$ cat src/rtl/bcd_to_binary_converter.sv
// bcd_to_binary_converter: sequential reverse-double-dabble, 3 packed BCD digits to 10-bit binary
module bcd_to_binary_converter (
    input  logic       clk,
    input  logic       reset_n,
    input  logic       start,
    input  logic [3:0] ones,
    input  logic [3:0] tens,
    input  logic [3:0] hundreds,
    output logic       busy,
    output logic       done,
    output logic [9:0] binary,
    output logic       error
);
    typedef enum logic [1:0] {S_IDLE, S_SHIFT, S_DONE} state_t;

    state_t      r_state;
    logic [11:0] r_bcd;
    logic [9:0]  r_bin;
    logic [3:0]  r_cnt;
    logic        r_invalid;

    logic [21:0] w_shift;
    logic [11:0] w_bcd_adj;
    logic        w_invalid;

    function automatic logic [3:0] adj(input logic [3:0] n);
        return (n >= 4'd8) ? n - 4'd3 : n;
    endfunction

    // One iteration: shift {bcd,bin} right, then correct each digit nibble on its own
    always_comb begin
        w_shift   = {r_bcd, r_bin} >> 1;
        w_bcd_adj = {adj(w_shift[21:18]), adj(w_shift[17:14]), adj(w_shift[13:10])};
        w_invalid = (hundreds > 4'd9) || (tens > 4'd9) || (ones > 4'd9);
    end

    // Control FSM and datapath; the DONE cycle also accepts start so held-start restarts every 11 cycles
    always_ff @(posedge clk or negedge reset_n) begin
        if (!reset_n) begin
            r_state   <= S_IDLE;
            r_bcd     <= '0;
            r_bin     <= '0;
            r_cnt     <= '0;
            r_invalid <= 1'b0;
            busy      <= 1'b0;
            done      <= 1'b0;
            binary    <= '0;
            error     <= 1'b0;
        end else begin
            case (r_state)
                S_IDLE, S_DONE: begin
                    done <= 1'b0;
                    if (start) begin
                        r_state   <= S_SHIFT;
                        r_bcd     <= {hundreds, tens, ones};
                        r_bin     <= '0;
                        r_cnt     <= '0;
                        r_invalid <= w_invalid;
                        busy      <= 1'b1;
                    end else begin
                        r_state <= S_IDLE;
                    end
                end
                S_SHIFT: begin
                    r_bcd <= w_bcd_adj;
                    r_bin <= w_shift[9:0];
                    r_cnt <= r_cnt + 4'd1;
                    if (r_cnt == 4'd9) begin
                        r_state <= S_DONE;
                        busy    <= 1'b0;
                        done    <= 1'b1;
                        binary  <= r_invalid ? 10'd0 : w_shift[9:0];
                        error   <= r_invalid;
                    end
                end
                default: r_state <= S_IDLE;
            endcase
        end
    end
endmodule

$ cat config.mk
export PLATFORM = sky130hd
export DESIGN_NAME = bcd_to_binary_converter
export DESIGN_NICKNAME = d
export VERILOG_FILES = /design/src/rtl/bcd_to_binary_converter.sv
export SDC_FILE = /design/constraint.sdc
export NUM_CORES = 1
export LEC_CHECK = 0
export BUFFER_PORTS_ARGS = -buffer_cell sky130_fd_sc_hd__buf_4
export CAP_MARGIN = 20
export CORE_UTILIZATION = 50
export CTS_CLUSTER_DIAMETER = 40
export DETAILED_ROUTE_END_ITERATION = 6
export GPL_TIMING_DRIVEN = 0
export PLACE_DENSITY_LB_ADDON = 0.1
export SYNTH_ARGS = -nofsm -noshare
export SYNTH_HDL_FRONTEND = slang
export SYNTH_SLANG_ARGS = --single-unit
$ cat constraint.sdc
create_clock -name clk -period 1.4 [get_ports clk]
set_input_delay 0.14 -clock clk [delete_from_list [all_inputs] [get_ports clk]]
set_output_delay 0.14 -clock clk [all_outputs]
set_load 0.05 [all_outputs]
==> results_dict.tcl <==
set metrics [dict create \
    p_leak_nw 1.14 \
    synth-seq-area-share_pct 54.1 \
    worst-path-buf-inv 2 \
    rows 22 \
    htreeDepth 2 \
    dp_hpwl_mm 2.63 \
    overflow 0 \
    violations "negative setup slack" \
    path_depth 6 \
    core-area_mm2 0.00366 \
    synth_fp_nets 182 \
    dpl-instance-area_mm2 0.00216 \
    hold_path_class "in -> reg" \
    routed_wirelength_mm 3.86 \
    start_kind "flop" \
    ir_worst_vdd_v 0.000978 \
    cts-root-buf "clkbuf_8" \
    rrSetupSlack_ns -0.06 \
    grt_setup_unrepaired "true" \
    fmax_mhz 687 \
    timing.rr.end "binary[8]" \
    finClkSkew_ns 0.00520 \
    grt_max_degree 42 \
    max_slew_margin_pct 65.8 \
    syn_area_per_cell_um2 11.8 \
    crit_family "flip-flops" \
    synthCells 161 \
    outcome "finished, violations left" \
    path_clk_slew_ns 0.08 \
    startpoint "r_cnt[1]" \
    grt_usage_pct 21.1 \
    initial_utilization_pct 51.8 \
    max_cap_violations 0 \
    place_congestion 0.758 \
    first_pass_iters 2 \
    numCtsBuffers 5 \
    cts.path.max_buffers 2 \
    synthArstFlopShare_pct 100 \
    mappedNetlistArea_mm2 0.00190 \
    die_h_um 63.6 \
    min_period_ns 1.46 \
    max_stage_delay_ns 0.38 \
    route.detailed.drc 0 \
    worstSetupEndpoint "binary[8]" \
    vias 1334 \
    ios 28 \
    final_area_mm2 0.00232 \
    synthFlopType "dfrtp_1" \
    final_cell_mix "41 x dfrtp_1, 33 x buf_4, 15 x nand2_1, 12 x nor2b_1, 10 x a22o_1" \
    worstSetupPathType "reg -> reg" \
    holdWs_ns 0.0705 \
    nets 222 \
    fin_ws_ns -0.0556 \
    ant_nets 0 \
    critPathArrivalTime_ns 1.64 \
    finalHoldViolCount 0 \
    worst_path_max_delay_cell "dfrtp_1" \
    cts.sinks 41 \
    grt_pass1_wl_mm 6.29 \
    antenna_found_initial 0 \
    finalSetupViolCount 20 \
    endpoint_kind "flop" \
    ys_ff_latch 41 \
    cp.required_ns 1.58 \
    p_per_area_mw_per_mm2 2320 \
    routed_via_density 5.36 \
    portBuffers 27 \
    post-route-period-util_pct 104 \
    worst-r2r-cell-count 6 \
    syn_to_final_growth_pct 22.3 \
    synth.distinct_cells 35 \
    synth_edf_count 0 \
    drive_above_1_share_pct 31.3 \
    die_w_um 63.6 \
    cts_tree "built" \
    final_common_cell "dfrtp_1" \
    rr_startpoint "r_cnt[1]" \
    dieArea_mm2 0.00405 \
    crit_path_cell_trace "inv_1, ha_1, nand2_2, nor3_4, buf_4, mux2_2" \
    antenna_cells 0 \
    dr.first_iter.drc_count 56 \
    worst_pin_slew_ns 0.514 \
    yosysWarningCount 0 \
    slew_viol_final 0 \
    cp_max_fo 3 \
    grt_pass1_vias 1322 \
    route.detailed.wl_per_inst_um 15.5 \
    pre_cts_ws_ns -0.228 \
    clk_latency_ns 0.29 \
]
[worst register-to-register path: stages, from the launching register on]
cell and delay, ns:
dfrtp_1 0.38, inv_1 0.05, ha_1 0.14, nand2_2 0.07, nor3_4 0.20, buf_4 0.17
mux2_2 0.33
[sequential cells by signal, indices dropped and copies added, names as in the netlist]
signal,cells
r_cnt,4
r_state,2
r_invalid,1
binary,10
done,1
r_bin,9
busy,1
error,1
r_bcd,12
[logic make-up (layout without fill, tap and decap cells)]
kind of cell / count (synthesis) / count (layout) / synth area share, %
xor+xnor: 5 / 5 / 2.31
compound gates: 33 / 33 / 13.3
fa+ha+maj: 6 / 6 / 3.96
mux: 13 / 13 / 8.96
flops: 41 / 41 / 54.1
buf+inv: 16 / 56 / 4.22
simple gates: 47 / 47 / 13.2
[layout make-up]
cell class / count / area, um^2
inverters: 6 / 22.5
repair buffers: 33 / 250
clock inverters: 1 / 7.51
fillers: 305 / 1340
plain buffers: 10 / 66.3
clock buffers: 6 / 82.6
flip-flops and latches: 41 / 1030
multi-input cells: 104 / 806
well taps: 48 / 60.1
[repair_timing]
| item | 4_1_cts | 5_1_grt |
|---|---|---|
| resized for setup | 1 | 6 |
| setup endpoints to repair | 13 | 32 |
| buffers inserted | 5 | 0 |
| endpoints found under the hold margin | 41 | 0 |
| pin swaps | 1 | 1 |
| hold buffers | 1 | 0 |
[cell usage after synthesis, types with 2 or more instances]
cell | number | area share [%]
dfrtp_1 | 41 | 54
nand2_1 | 16 | 3.2
nor2b_1 | 12 | 4.0
a22o_1 | 10 | 4.6
mux2_4 | 7 | 5.5
ha_1 | 6 | 4.0
inv_1 | 6 | 1.2
nand3_1 | 5 | 1.3
nor2_1 | 5 | 0.99
o21ai_0 | 5 | 1.3
xnor2_1 | 5 | 2.3
buf_2 | 4 | 1.1
mux2_2 | 4 | 2.4
a22oi_1 | 3 | 1.2
clkbuf_1 | 3 | 0.59
nand4_1 | 3 | 0.99
a221o_1 | 2 | 1.1
a31oi_1 | 2 | 0.66
and2b_1 | 2 | 0.79
mux2i_1 | 2 | 1.1
o211a_1 | 2 | 1.1
o211ai_1 | 2 | 0.79
o22ai_1 | 2 | 0.66
[per-stage QoR]
stage          std cells  total power [W]  util [%]  setup TNS [ns]
6_report             249          0.00537      63.4          -0.578
5_1_grt              249          0.00573      63.4           -2.32
4_1_cts              249          0.00537      62.9          -0.865
3_5_place_dp         236          0.00451      59.1           -2.01
3_3_place_gp         236          0.00441      59.1           -1.50
2_1_floorplan        161          0.00384         -          -0.421
[power breakdown]
group | switching (W) | internal [W] | total, W
combinational | 0.00141 | 0.00111 | 0.00251
clock | 0.000394 | 0.000389 | 0.000783
sequential | 0.000402 | 0.00168 | 0.00208
total | 0.00220 | 0.00317 | 0.00537
[metal layers]
layer,vias up,routed length (um),track usage (%)
li1,640,-,-
met1,668,1880,28.2
met2,20,1820,33.0
met3,6,124,5.98
met4,0,34,6.82
met5,-,0,0
[worst min path at each step]
stage                           end        start  cells past startpoint  slack, ns
after floorplan           binary[0]      reset_n                      0      -0.16
after global placement     r_bcd[2]      reset_n                      1       0.14
after detailed placement   r_bcd[3]      reset_n                      1       0.15
after CTS                  r_bcd[8]  hundreds[0]                      3       0.06
after global routing       r_bcd[0]      ones[0]                      2       0.08
final                      r_bcd[8]  hundreds[0]                      3       0.07
No activity file was read; power rests on OpenSTA's default activity.
